File: src/rtl/legv8_pkg.sv
// Shared LEGv8 subset definitions: opcode values, instruction field positions and the ALU.
// The optional CBNZ opcode is enabled by defining LEGV8_CBNZ_EN.
package legv8_pkg;

    localparam int XLEN = 64;

    localparam logic [10:0] OP_ADD  = 11'h458;
    localparam logic [10:0] OP_SUB  = 11'h658;
    localparam logic [10:0] OP_AND  = 11'h450;
    localparam logic [10:0] OP_ORR  = 11'h550;
    localparam logic [10:0] OP_LDUR = 11'h7C2;
    localparam logic [10:0] OP_STUR = 11'h7C0;
    localparam logic [9:0]  OP_ADDI = 10'h244;
    localparam logic [9:0]  OP_SUBI = 10'h344;
    localparam logic [7:0]  OP_CBZ  = 8'hB4;
    localparam logic [7:0]  OP_CBNZ = 8'hB5;
    localparam logic [5:0]  OP_B    = 6'h05;

    localparam int RD_LSB    = 0;
    localparam int RN_LSB    = 5;
    localparam int RM_LSB    = 16;
    localparam int IMM12_LSB = 10;
    localparam int ADDR9_LSB = 12;
    localparam int IMM19_LSB = 5;
    localparam int IMM26_LSB = 0;

    typedef enum logic [2:0] {
        ALU_ADD,
        ALU_SUB,
        ALU_AND,
        ALU_ORR,
        ALU_PASSB
    } alu_op_e;

    function automatic logic [XLEN-1:0] alu_eval(input alu_op_e op,
                                                 input logic [XLEN-1:0] a,
                                                 input logic [XLEN-1:0] b);
        logic [XLEN-1:0] r;
        case (op)
            ALU_ADD:   r = a + b;
            ALU_SUB:   r = a - b;
            ALU_AND:   r = a & b;
            ALU_ORR:   r = a | b;
            ALU_PASSB: r = b;
            default:   r = '0;
        endcase
        return r;
    endfunction

endpackage

File: src/rtl/legv8_single_cycle_cpu_dmem.sv
// Data memory: doubleword array with combinational read and clocked write.
// Byte address; the low 3 bits are ignored and the index wraps modulo DEPTH.
module legv8_dmem
    import legv8_pkg::*;
#(
    parameter int    DEPTH     = 32,
    parameter string INIT_FILE = ""
) (
    input  logic            clk,
    input  logic            we,
    input  logic [XLEN-1:0] addr,
    input  logic [XLEN-1:0] wdata,
    output logic [XLEN-1:0] rdata
);

    localparam int AW = (DEPTH > 1) ? $clog2(DEPTH) : 1;

    logic [XLEN-1:0] mem_q [DEPTH];
    logic [AW-1:0]   idx;

    assign idx   = AW'((addr >> 3) % 64'(DEPTH));
    assign rdata = mem_q[idx];

    // Power-up image only; reset deliberately leaves memory contents alone.
    initial begin
        for (int i = 0; i < DEPTH; i++) mem_q[i] = '0;
    end

    always_ff @(posedge clk) begin
        if (we) mem_q[idx] <= wdata;
    end

endmodule

File: src/rtl/legv8_single_cycle_cpu.sv
// Single-cycle LEGv8 subset CPU: ROM fetch, register file, decode, ALU, next-pc and data memory.
// Define LEGV8_CBNZ_EN to decode CBNZ (0xB5); otherwise that opcode executes as a NOP.
module legv8_single_cycle_cpu
    import legv8_pkg::*;
#(
    parameter int    IMEM_DEPTH = 64,
    parameter int    DMEM_DEPTH = 32,
    parameter string IMEM_FILE  = "imem.mem",
    parameter string DMEM_FILE  = ""
) (
    input  logic        clk,
    input  logic        rst_n,
    output logic [10:0] tempInstruction,
    output logic [63:0] ALU_result,
    output logic [63:0] data_mem_out,
    output logic [63:0] pc
);

    localparam int IW = (IMEM_DEPTH > 1) ? $clog2(IMEM_DEPTH) : 1;

    logic [31:0] rom [IMEM_DEPTH];

    initial begin
        for (int i = 0; i < IMEM_DEPTH; i++) rom[i] = '0;
    end

    logic [XLEN-1:0] pc_q, pc_d;
    logic [XLEN-1:0] regs_q [31];
    logic [XLEN-1:0] regs_d [31];

    logic [IW-1:0]   rom_idx;
    logic [31:0]     instr;
    logic [4:0]      rd_a, rn_a, rm_a;
    logic [XLEN-1:0] rn_val, rm_val, rt_val;
    logic [XLEN-1:0] alu_a, alu_b, br_off, wb_data;
    alu_op_e         alu_op;
    logic            reg_we, mem_we, mem_to_reg, br_taken;

    assign rom_idx = IW'((pc_q >> 2) % 64'(IMEM_DEPTH));
    assign instr   = rom[rom_idx];
    assign rd_a    = instr[RD_LSB +: 5];
    assign rn_a    = instr[RN_LSB +: 5];
    assign rm_a    = instr[RM_LSB +: 5];

    // X31 is the zero register; the array only holds X0..X30.
    assign rn_val = (rn_a == 5'd31) ? '0 : regs_q[rn_a];
    assign rm_val = (rm_a == 5'd31) ? '0 : regs_q[rm_a];
    assign rt_val = (rd_a == 5'd31) ? '0 : regs_q[rd_a];

    always_comb begin
        alu_op     = ALU_ADD;
        alu_a      = '0;
        alu_b      = '0;
        reg_we     = 1'b0;
        mem_we     = 1'b0;
        mem_to_reg = 1'b0;
        br_taken   = 1'b0;
        br_off     = '0;
        case (instr[31:21])
            OP_ADD, OP_SUB, OP_AND, OP_ORR: begin
                alu_a  = rn_val;
                alu_b  = rm_val;
                reg_we = 1'b1;
                case (instr[31:21])
                    OP_SUB:  alu_op = ALU_SUB;
                    OP_AND:  alu_op = ALU_AND;
                    OP_ORR:  alu_op = ALU_ORR;
                    default: alu_op = ALU_ADD;
                endcase
            end
            OP_LDUR, OP_STUR: begin
                alu_a = rn_val;
                alu_b = {{(XLEN-9){instr[ADDR9_LSB+8]}}, instr[ADDR9_LSB +: 9]};
                if (instr[31:21] == OP_LDUR) begin
                    reg_we     = 1'b1;
                    mem_to_reg = 1'b1;
                end else begin
                    mem_we = 1'b1;
                end
            end
            default: begin
                // Shorter opcodes are matched only after every 11-bit opcode missed.
                if (instr[31:22] == OP_ADDI || instr[31:22] == OP_SUBI) begin
                    alu_op = (instr[31:22] == OP_SUBI) ? ALU_SUB : ALU_ADD;
                    alu_a  = rn_val;
                    alu_b  = {{(XLEN-12){1'b0}}, instr[IMM12_LSB +: 12]};
                    reg_we = 1'b1;
                end else if (instr[31:24] == OP_CBZ) begin
                    alu_op   = ALU_PASSB;
                    alu_b    = rt_val;
                    br_taken = (rt_val == '0);
                    br_off   = {{(XLEN-19){instr[IMM19_LSB+18]}}, instr[IMM19_LSB +: 19]};
                end
`ifdef LEGV8_CBNZ_EN
                else if (instr[31:24] == OP_CBNZ) begin
                    alu_op   = ALU_PASSB;
                    alu_b    = rt_val;
                    br_taken = (rt_val != '0);
                    br_off   = {{(XLEN-19){instr[IMM19_LSB+18]}}, instr[IMM19_LSB +: 19]};
                end
`endif
                else if (instr[31:26] == OP_B) begin
                    br_taken = 1'b1;
                    br_off   = {{(XLEN-26){instr[IMM26_LSB+25]}}, instr[IMM26_LSB +: 26]};
                end
            end
        endcase
    end

    assign ALU_result = alu_eval(alu_op, alu_a, alu_b);
    assign wb_data    = mem_to_reg ? data_mem_out : ALU_result;

    always_comb begin
        regs_d = regs_q;
        if (reg_we && rd_a != 5'd31) regs_d[rd_a] = wb_data;
        pc_d = br_taken ? pc_q + (br_off << 2) : pc_q + 64'd4;
    end

    // Stores are blocked while reset is held so the frozen fetch of word 0 cannot write memory.
    legv8_dmem #(
        .DEPTH     (DMEM_DEPTH),
        .INIT_FILE (DMEM_FILE)
    ) u_dmem (
        .clk   (clk),
        .we    (mem_we & rst_n),
        .addr  (ALU_result),
        .wdata (rt_val),
        .rdata (data_mem_out)
    );

    always_ff @(posedge clk or negedge rst_n) begin
        if (!rst_n) begin
            pc_q <= '0;
            for (int i = 0; i < 31; i++) regs_q[i] <= '0;
        end else begin
            pc_q   <= pc_d;
            regs_q <= regs_d;
        end
    end

    assign tempInstruction = instr[31:21];
    assign pc              = pc_q;

endmodule

File: config.mk
export PLATFORM = sky130hd
export DESIGN_NAME = legv8_single_cycle_cpu
export DESIGN_NICKNAME = d
export VERILOG_FILES = /design/src/rtl/legv8_pkg.sv /design/src/rtl/legv8_single_cycle_cpu_dmem.sv /design/src/rtl/legv8_single_cycle_cpu.sv
export SDC_FILE = /design/constraint.sdc
export NUM_CORES = 1
export LEC_CHECK = 0
export CAP_MARGIN = 5
export CELL_PAD_IN_SITES_DETAIL_PLACEMENT = 1
export CELL_PAD_IN_SITES_GLOBAL_PLACEMENT = 1
export CORE_ASPECT_RATIO = 1.4
export CORE_MARGIN = 1.5
export CORE_UTILIZATION = 31
export DETAILED_ROUTE_END_ITERATION = 10
export PLACE_DENSITY = 0.94
export SYNTH_ARGS = -nofsm -noshare
export SYNTH_HDL_FRONTEND = slang
export SYNTH_SLANG_ARGS = --single-unit
File: constraint.sdc
create_clock -name clk -period 3 [get_ports clk]
set_input_delay 0.9 -clock clk [delete_from_list [all_inputs] [get_ports clk]]
set_output_delay 0.9 -clock clk [all_outputs]
set_load 0.01 [all_outputs]
==> impl_metrics.env <==
export IMPL_peakVddDrop_mv=0.302
export IMPL_largest_reg_flops=62
export IMPL_avgSynthCellArea_um2=9.64
export IMPL_core_area_um2=12400
export IMPL_p_leak_nw=2.21
export IMPL_crit_fanout=7
export IMPL_die_area_um2=13400
export IMPL_synth_ff_type="dfrtp_1"
export IMPL_wl_mm=9.45
export IMPL_rows=48
export IMPL_die_h_um=136
export IMPL_grt_antenna_before_repair=0
export IMPL_clockBufferDepth=2
export IMPL_ctsResizeCount=0
export IMPL_grt_ovfl_total=0
export IMPL_ys_warn_count=0
export IMPL_cap_viol_max_count=0
export IMPL_clk_latency_ns=0.33
export IMPL_max_freq_mhz=431
export IMPL_slowest_delay_ns=0.62
export IMPL_ys_ff_latch=62
export IMPL_io_buffers=63
export IMPL_synth_largest_area_cell="dfrtp_1"
export IMPL_critical_path_required_ns=2.10
export IMPL_setup_violations=0
export IMPL_synth_simple_area_share_pct=18.7
export IMPL_multiInputGateArea_um2=1800
export IMPL_placed_cell_area_um2=4230
export IMPL_cts_root_buffer="clkbuf_16"
export IMPL_critPathArrivalTime_ns=1.42
export IMPL_cp_buffers_inverters=1
export IMPL_boundaryPins=205
export IMPL_drive_gt1_share_pct=5.95
export IMPL_rsz0062_at_grt="no"
export IMPL_fin_skew_ns=0.00612
export IMPL_start_kind="flop"
export IMPL_synthXorXnorAreaFrac_pct=13.4
export IMPL_syn_instance_count=407
export IMPL_die_w_um=98.1
export IMPL_viasPerCell=4.31
export IMPL_cts_htree_levels=3
export IMPL_remaining_drc_errors=0
export IMPL_finish_utilization_pct=36.5
export IMPL_clkSinkCount=62
export IMPL_cp_slowest_cell="clkdlybuf4s50_1"
export IMPL_hold_path_class="reg2reg"
export IMPL_worst_pin_slew_ns=0.639
export IMPL_fill_cells=1481
export IMPL_cts_tree="done"
export IMPL_grt_pass1_vias=2806
export IMPL_grtUsageTotal_pct=14.6
export IMPL_slew_viol_final=0
export IMPL_powerDensity_nw_per_um2=426
export IMPL_clkTransAtPathRegs_ns=0.05
export IMPL_synthAdderAreaFrac_pct=0.319
export IMPL_synthMuxAreaShare_pct=0
export IMPL_crit_family="buffers and inverters"
export IMPL_synth_compound_area_share_pct=0
export IMPL_dr_pass1_iters=4
export IMPL_antenna_cells=0
export IMPL_hold_viol=0
export IMPL_syn_to_final_growth_pct=15.0
export IMPL_grt_pass1_wl_mm=15.2
export IMPL_antenna_left=0
export IMPL_grt_max_degree=29
export IMPL_numCtsBuffers=9
export IMPL_yosysUniqueCellTypes=21
export IMPL_wl_per_cell_um=14.8
export IMPL_endpoint_kind="output pin"
export IMPL_route_vias_total=2747
export IMPL_synth_top_cell_area_share_pct=39.5
export IMPL_status="finished clean"
export IMPL_crit_chain="clkdlybuf4s50_1"
export IMPL_tns_ns=0
export IMPL_postCtsSetupBuffers=0
export IMPL_yosysSeqAreaShare_pct=39.5
export IMPL_cts_hold_buf=0
export IMPL_seqCellArea_um2=1550
export IMPL_synthTopCellsByArea="dfrtp_1 40%, buf_4 27%, xor2_1 6.9%, xnor2_1 6.5%, nand3_1 3.2%"
export IMPL_post_dp_hpwl_mm=7.15
export IMPL_post_route_cell_area_um2=4520
export IMPL_layout_min_cycle_time_ns=2.32
export IMPL_netlist_area_um2=3930
export IMPL_initial_core_util_pct=31.7
export IMPL_place_congestion=0.850
export IMPL_fin_crit_sh_pct=77.4
export IMPL_drtIter0Drc=59
export IMPL_crit_type="reg2out"
export IMPL_relSlewSlack_pct=57.4
export IMPL_synth_top_family_by_area="buffers and inverters"
export IMPL_synth_edf_count=0
export IMPL_nets=486
export IMPL_p_total_mw=1.93
export IMPL_async_flop_share_pct=100
==> synth_stat cells, types with 2 or more instances <==
cell type	n
nand4_2	5
nand3_1	25
nand4_1	14
xnor2_1	29
and4_1	2
nor2_1	21
buf_4	141
or2_2	3
xor2_1	31
nor4_4	2
nor3_1	14
nand2_1	27
nor4_1	11
inv_1	10
and3_1	4
nor4_2	2
dfrtp_1	62
==> metrics by stage <==
stage,hold WS (ns),worst slack (ns),cells
final,0.471,0.678,637
after global routing,0.504,0.571,637
after CTS,0.485,0.652,637
after detailed placement,0.478,0.769,622
after global placement,0.461,0.861,622
after floorplan,0.504,1.03,547
==> worst paths after layout <==
check,endpoint,cells past startpoint,startpoint,slack [ns]
max in group asynchronous,pc[25],2,rst_n,1.70
max reg2reg,pc[52],5,pc[18],0.73
min reg2reg,pc[63],1,pc[63],0.47
min in group asynchronous,pc[59],1,rst_n,0.59
min,pc[63],1,pc[63],0.47
max,pc[32],1,pc[32],0.68
==> area by class of cell <==
cell class | instances | share of cell area [%]
Timing Repair Buffer | 66 | 14.4
Tap cell | 150 | 4.16
Inverter | 10 | 0.831
Sequential cell | 62 | 34.4
Multi-Input combinational cell | 334 | 39.9
Clock buffer | 15 | 6.37
==> layout by cell type (no fill, tap or decap) <==
master	instances
conb_1	141
clkdlybuf4s50_1	62
dfrtp_1	62
xor2_1	31
xnor2_1	29
nand2_1	27
nand3_1	25
nor2_1	21
nand4_1	14
nor3_1	14
nor4_1	11
inv_1	10
clkbuf_16	9
nand4_2	5
and3_1	4
clkbuf_8	4
or2_2	3
buf_4	3
nor4_2	2
nor4_4	2
and4_1	2
clkbuf_1	2
and2_1	1
nor2b_1	1
ha_1	1
buf_2	1
==> power breakdown <==
part | internal (mW) | switching [mW]
logic | 0.00215 | 0.0978
clock network | 0.644 | 0.344
registers | 0.838 | 0
total | 1.48 | 0.441
==> kinds of logic after synthesis <==
kind of cell               Yosys count
xor gates and xnor gates            60
DFF                                 62
buffers and inverters              151
other                                1
adders and majority gates            1
and+or+nand+nor                    132
==> per-layer routing <==
metal  vias up  wire (µm)  GRT usage [%]
met3        13        699           3.91
li1       1213          -              -
met4         0        125           5.63
met1      1346       3350           15.1
met2       175       5270           27.8
met5         -          0              0
(Power assumes the default switching activity.)
